**src/rtl/scan_sequencer.sv**
```systemverilog
// rtl/scan_sequencer.sv - 3-bit select-code sequencer with dwell, sweep and manual-step modes
module scan_sequencer #(
    parameter int DWELL_W = 8
) (
    input  logic               clk,
    input  logic               rst_n,
    input  logic               en,
    input  logic [1:0]         mode,
    input  logic               dir,
    input  logic [DWELL_W-1:0] dwell,
    input  logic               start,
    input  logic               step,
    output logic [2:0]         code,
    output logic               code_valid,
    output logic               sweep_done,
    output logic               busy
);

    typedef enum logic {
        IDLE = 1'b0,
        SCAN = 1'b1
    } state_t;

    localparam logic [1:0] MODE_CONT   = 2'b01;
    localparam logic [1:0] MODE_SINGLE = 2'b10;
    localparam logic [1:0] MODE_MANUAL = 2'b11;

    state_t             state_q, state_d;
    logic [1:0]         mode_q, mode_d;
    logic               dir_q, dir_d;
    logic [DWELL_W-1:0] dwell_q, dwell_d;
    logic [DWELL_W-1:0] dwell_cnt_q, dwell_cnt_d;
    logic [2:0]         code_q, code_d;
    logic               code_valid_q, code_valid_d;
    logic               sweep_done_q, sweep_done_d;
    logic               busy_q, busy_d;

    logic               trigger;
    logic [2:0]         last_code;
    logic [2:0]         next_code;
    logic               at_last;
    logic               dwell_hit;

    // Entry condition, end-of-sweep code and the 3-bit modular advance (wraps LAST to FIRST on its own)
    always_comb begin
        trigger   = en && ((mode == MODE_CONT) || (mode == MODE_MANUAL) ||
                           ((mode == MODE_SINGLE) && start));
        last_code = dir_q ? 3'b000 : 3'b111;
        next_code = dir_q ? (code_q - 3'd1) : (code_q + 3'd1);
        at_last   = (code_q == last_code);
        dwell_hit = (dwell_cnt_q == dwell_q);
    end

    // Next-state and registered-output logic; abort outranks any advance in the same cycle
    always_comb begin
        state_d      = state_q;
        mode_d       = mode_q;
        dir_d        = dir_q;
        dwell_d      = dwell_q;
        dwell_cnt_d  = dwell_cnt_q;
        code_d       = code_q;
        code_valid_d = code_valid_q;
        sweep_done_d = 1'b0;
        busy_d       = busy_q;

        case (state_q)
            IDLE: begin
                if (trigger) begin
                    state_d      = SCAN;
                    mode_d       = mode;
                    dir_d        = dir;
                    dwell_d      = dwell;
                    dwell_cnt_d  = '0;
                    code_d       = dir ? 3'b111 : 3'b000;
                    code_valid_d = 1'b1;
                    busy_d       = 1'b1;
                end
            end
            SCAN: begin
                if (!en || (mode != mode_q)) begin
                    state_d      = IDLE;
                    code_valid_d = 1'b0;
                    busy_d       = 1'b0;
                end else if (mode_q == MODE_MANUAL) begin
                    if (step) begin
                        code_d       = next_code;
                        sweep_done_d = at_last;
                    end
                end else if (dwell_hit) begin
                    dwell_cnt_d  = '0;
                    sweep_done_d = at_last;
                    if (at_last && (mode_q == MODE_SINGLE)) begin
                        state_d      = IDLE;
                        code_valid_d = 1'b0;
                        busy_d       = 1'b0;
                    end else begin
                        code_d = next_code;
                    end
                end else begin
                    dwell_cnt_d = dwell_cnt_q + {{(DWELL_W-1){1'b0}}, 1'b1};
                end
            end
            default: state_d = IDLE;
        endcase
    end

    // State and output registers, cleared immediately by reset
    always_ff @(posedge clk or negedge rst_n) begin
        if (!rst_n) begin
            state_q      <= IDLE;
            mode_q       <= 2'b00;
            dir_q        <= 1'b0;
            dwell_q      <= '0;
            dwell_cnt_q  <= '0;
            code_q       <= 3'b000;
            code_valid_q <= 1'b0;
            sweep_done_q <= 1'b0;
            busy_q       <= 1'b0;
        end else begin
            state_q      <= state_d;
            mode_q       <= mode_d;
            dir_q        <= dir_d;
            dwell_q      <= dwell_d;
            dwell_cnt_q  <= dwell_cnt_d;
            code_q       <= code_d;
            code_valid_q <= code_valid_d;
            sweep_done_q <= sweep_done_d;
            busy_q       <= busy_d;
        end
    end

    assign code       = code_q;
    assign code_valid = code_valid_q;
    assign sweep_done = sweep_done_q;
    assign busy       = busy_q;

endmodule

```
**config.mk**
```make
export PLATFORM = sky130hd
export DESIGN_NAME = scan_sequencer
export DESIGN_NICKNAME = d
export VERILOG_FILES = /design/src/rtl/scan_sequencer.sv
export SDC_FILE = /design/constraint.sdc
export NUM_CORES = 1
export LEC_CHECK = 0
export CAP_MARGIN = 20
export CORE_UTILIZATION = 53
export CTS_CLUSTER_DIAMETER = 200
export CTS_CLUSTER_SIZE = 28
export DETAILED_ROUTE_END_ITERATION = 10
export PLACE_DENSITY_LB_ADDON = 0.08
export SYNTH_ARGS = -nofsm -noshare
export SYNTH_HDL_FRONTEND = slang
export SYNTH_SLANG_ARGS = --single-unit
```
**constraint.sdc**
```tcl
create_clock -name clk -period 2.3 [get_ports clk]
set_input_delay 0.69 -clock clk [delete_from_list [all_inputs] [get_ports clk]]
set_output_delay 0.69 -clock clk [all_outputs]
set_load 0.005 [all_outputs]
```
# Word level (Yosys, flattened, before mapping)
# Cells that the tools add are included.
classes:
  addsub: 3
  eq_ne: 17
  mux: 32
  n_bitwise: 1
  n_reduce_logical: 11
ops:
  columns: ["op", "n"]
  rows:
  - ["$mux W8", 4]
  - ["$mux W3", 9]
  - ["$pmux W8 S2", 1]
  - ["$mux W1", 15]
  - ["$ne A3 B1 Y1 const B", 3]
  - ["$ne A3 B3 Y1 const B", 3]
  - ["$add A8 B1 Y8 const B", 1]
  - ["$eq A2 B2 Y1 const B", 4]
  - ["$eq A8 B8 Y1", 1]
  - ["$ne A2 B2 Y1 const B", 3]
  - ["$pmux W3 S2", 1]
  - ["$reduce_and A5 Y1", 1]
  - ["$pmux W1 S2", 2]
  - ["$reduce_and A4 Y1", 1]
  - ["$add A3 B1 Y3 const B", 1]
  - ["$eq A3 B3 Y1", 1]
  - ["$logic_and A1 B1 Y1", 3]
  - ["$logic_or A1 B1 Y1", 3]
  - ["$reduce_and A3 Y1", 1]
  - ["$sub A3 B1 Y3 const B", 1]
  - ["$eq A2 B1 Y1 const B", 1]
  - ["$ne A2 B2 Y1", 1]
  - ["$reduce_and A2 Y1", 1]
  - ["$logic_not A1 Y1", 1]
  - ["$not A1 Y1", 1]
totals:
  ff_bits: 25
  input_bits: 16
  out_inout_bits: 6
  elab_cells: 72

# Depth between registers and ports, before layout
logic_depth:
  depth_word: 8
  ltp_mapped: 6
  depth_no_buf: 5

# Worst setup path before layout
# OpenSTA, ideal clock, no wires.
synth_timing:
  path_type: "input port to flip-flop"
  startpoint: "input mode[0]"
  endpoint: "register code_q[0], in the netlist code[0]"
  setup_time_ns: 0.128
  arrival_ns: 1.855
  t_required_ns: 2.172
  setup_slack_ns: 0.317
  cell_stages: 5
  cell_sequence: "xnor2_1 and3_1 a31oi_2 a311oi_4 mux2_1"
synth_between:
  elab_chain_cells: 6
  elab_cells_between_ends: 12
  classes_between: "eq/ne: 6; reduce/logical: 6"
synth_rtl:
  columns: ["item", "line_no", "source"]
  rows:
  - ["from (decl)", "8", "input logic [1:0] mode,"]
  - ["$eq A2 B1 Y1 (tied with other cells)", "46", "trigger = en && ((mode == MODE_CONT) || (mode == MODE_MANUAL) ||"]
  - ["$logic_or A1 B1 Y1 or $logic_and A1 B1 Y1 (tied branches)", "46, 47", null]
  - ["$logic_or A1 B1 Y1", "46", null]
  - ["$logic_and A1 B1 Y1", "46", null]
  - ["$ne A2 B2 Y1 (no line)", null, null]
  - ["$reduce_and A5 Y1 (no line) *", null, null]
  - ["to (signal assigned)", "125", "code_q <= code_d;"]
  - ["to (decl)", "33", "logic [2:0] code_q, code_d;"]
# Every way passes the cells marked *; elsewhere a longest branch is shown, timed or not.
# A chain may end at the register's enable or synchronous reset.

# Worst setup path in the final report
layout_timing:
  startpoint: "input mode[0]"
  endpoint: "register code_q[1], in the netlist code[1]"
# The elaborated chain is that of the path after synthesis.

==> results.md <==
* I/O Buffers at 21
* Placer Congestion at approximately 0.78
* Crit path kind: input pin to register
* Max Transition Viols Final at 0
* Core Area at between 2000 and 2500 um^2
* Initial DRC Count at 17
* Mapped Nets at 148
* Async set or reset register ratio after synthesis at 100.0%
* CP endpoint kind: register
* Total Routing Usage GR at 20.81%
* Tightest Hold Check Type: register to register
* Layout cells sized above 1 at 19.62%
* Max_slew headroom at 65.25%
* Final ANT Viol Nets at 0
* # Post-CTS Setup Buffers at 0
* Area occupied by multi-input gates at roughly 740 um^2
* Vias at ~1,000
* Nets at between 150 and 200
* Synth top area cells: dfrtp_1, mux2_2, xnor2_1, nand2_1, o31ai_2
* First-pass GRT wire length at 4.278 mm
* Flop pwr share at between 40% and 50%
* Num CTS Buffers at 3
* Outcome: finished clean
* Hold WS at about 0.55 ns
* Clock skew at 0.01389 ns
* Die Area at slightly below 3000 um^2
* Clock Sinks at 25
* Initial antenna violation count at 0
* Yosys top cell area share at 44.17%
* Slowest cell on the critical path: clkdlybuf4s50_1
* HPWL Detailed at around 2 mm
* Placed Area at about 1700 um^2
* Synthesized area at 1416 um^2
* N_diodes at 0
* Yosys cell types at 36
* EDFF count, synth at 0
* Initial Utilization at around 57%
* Pin count of the biggest net entering global routing at 26
* Max Root-Sink Buffers at 2
* Clock root cell: clkbuf_4
* TritonCTS clock tree: done
* Row cnt at 18
* CP top delay family: buffers and inverters
* Crit path launch type: input pin
* Crit path buf inv count at 1
* Finished Core Util at 69.17%
* Critical path depth in cells at 6
* Mean Syn Cell Area at approximately 11 um^2
* Crit share post-route at a little over nine tenths
* Crit path DAT at between 2 and 2.5 ns
* Worst Tran Pin Value at around 0.52 ns
* Hold path cells at 1
* Max-cap violation count at 0
* Via/cell ratio at around 5.5
* Post-synthesis cell count at between 100 and 150
* Reg area at roughly 630 um^2
* # IOs at 22
* Clock Latency Late Sink at about 0.32 ns
* Internal power at about 0.94 mW
* Fill cell count at around 200
* Period minus WS final at about 2.2 ns
* Drt wl/cell at 13.76 um
* Main flop type after synthesis: dfrtp_1
* Leading cell type in the layout, fill and taps excluded: dfrtp_1
* Post-synth top area cell: dfrtp_1
* Total grt overflow at 0
* Peak VDD IR at around 0.00054 V
* CP cell instances: clkdlybuf4s50_1 -> xnor2_1 -> and3_1 -> a31oi_2 -> a311oi_4 -> mux2_1
* Sequential share of the synthesized area at roughly 44%
* Setup violators final at 0
* Final Hold Viols at 0
* Gate power share at between 30% and 40%
* Hold-fix buffers, CTS at 0
* Sw frac at around a third
* CTS clk-pin slew, worst paths at between 0.1 and 0.15 ns
* Critical path's largest stage delay at about 0.53 ns
* P_sw at between 0.4 and 0.5 mW
* Die width at between 50 and 60 um
* Path depth of the worst reg2reg path at 5
* # DRC at 0
* DRT Wirelength at roughly 2.6 mm
* Drt pass-1 iters at 4
* PD cells at approximately 830 nW/um^2
* P_leak at 0.6800 nW
* WP data required at 2.50 ns
* Post-CTS sizing at 0
* H-tree depth at 1
* Area growth syn-to-layout at 22.08%
* Vias in the first global route at 1,016
* Clk pwr share at between 10% and 20%
* RSZ-0062 raised after global routing: false
* Die H at roughly 54 um
* Most frequent cells in the layout: dfrtp_1, clkdlybuf4s50_1, nand2_1, xnor2_1, mux2_2
* Design Area, Final at about 1700 um^2
* Max frequency at ~0.45 GHz
* Crit path max fanout at 3
* Yosys reg bits at 25
* Yosys warns at 0
-- synthesized netlist by cell type, types with 2 or more instances --
master     count
xnor2_1       12
nand4_1        3
o2bb2ai_1      2
ha_1           2
a21oi_1        4
nand3_1        2
and3_1         2
buf_2          3
or2_1          2
mux2_1         3
nand2_1       16
o31ai_2        3
nor2_1         5
mux2_2        10
o21ai_0        5
dfrtp_1       25
o2bb2a_1       3
inv_1          7
o21bai_1       3
-- logic make-up (layout without fill, tap and decap cells) --
group	Yosys count	count (layout)	share of synthesized area, %
AOI/OAI and AO/OA	27	27	17.23
and+or+nand+nor	38	38	14.22
muxes	13	13	10.34
xor gates and xnor gates	12	12	7.420
adders and majority gates	3	3	3.180
DFF	25	25	44.17
buffers and inverters	11	40	3.445
-- routing by layer --
layer / share of wire [%] / global-route usage (%)
met1: 44 / 24.42
met3: 2.8 / 2.542
met4: 0.58 / 7.018
met2: 52 / 38.48
met5: 0 / 0
-- registers in the layout, indices dropped and copies added (netlist names) --
signal / cells
busy: 1
code: 3
dir_q: 1
dwell_cnt_q: 8
dwell_q: 8
mode_q: 2
state_q: 1
sweep_done: 1
-- final timing paths --
check,startpoint,endpoint,slack (ns)
min in group asynchronous,rst_n,dwell_cnt_q[7]$_DFFE_PN0P_,0.71
hold reg to reg,dwell_q[3]$_DFFE_PN0P_,dwell_q[3]$_DFFE_PN0P_,0.55
max in group asynchronous,rst_n,code[1]$_DFFE_PN0P_,1.34
hold / removal,dwell_q[3]$_DFFE_PN0P_,dwell_q[3]$_DFFE_PN0P_,0.55
setup / recovery,mode[0],code[1]$_DFFE_PN0P_,0.09
setup reg to reg,dwell_cnt_q[4]$_DFFE_PN0P_,code[1]$_DFFE_PN0P_,0.38
-- power groups by stage --
| stage | Sequential [mW] | Combinational, mW | Clock [mW] |
|---|---|---|---|
| after global placement | 0.700 | 0.523 | 0 |
| final | 0.700 | 0.542 | 0.195 |
| after detailed placement | 0.710 | 0.549 | 0 |
| after global routing | 0.721 | 0.601 | 0.220 |
| after floorplan | 0.670 | 0.369 | 0 |
| after CTS | 0.701 | 0.552 | 0.203 |
-- worst register-to-register path: stages, from the launching register on --
cell	delay, ns
dfrtp_1	0.48
xnor2_1	0.17
nand4_1	0.16
or2_1	0.31
a311oi_4	0.33
mux2_1	0.36
-- final cells by class --
| class | instances | share of cell area, % |
|---|---|---|
| Timing Repair Buffer | 29 | 15.63 |
| Clock inverter | 1 | 0.2894 |
| Inverter | 7 | 1.520 |
| Tap cell | 30 | 2.171 |
| Sequential cell | 25 | 36.18 |
| Clock buffer | 3 | 1.302 |
| Multi-Input combinational cell | 93 | 42.91 |
-- metrics by stage --
| step | power [mW] | setup TNS [ns] | worst slack [ns] | instances |
|---|---|---|---|---|
| after floorplan | 1.039 | 0 | 0.3170 | 129 |
| after global placement | 1.224 | -1.434 | -0.1899 | 184 |
| after detailed placement | 1.259 | -2.001 | -0.2519 | 184 |
| after CTS | 1.456 | 0 | 0.1024 | 188 |
| after global routing | 1.542 | 0 | 0.02189 | 188 |
| final | 1.438 | 0 | 0.09484 | 188 |
Power figures use the tool's default switching activity.
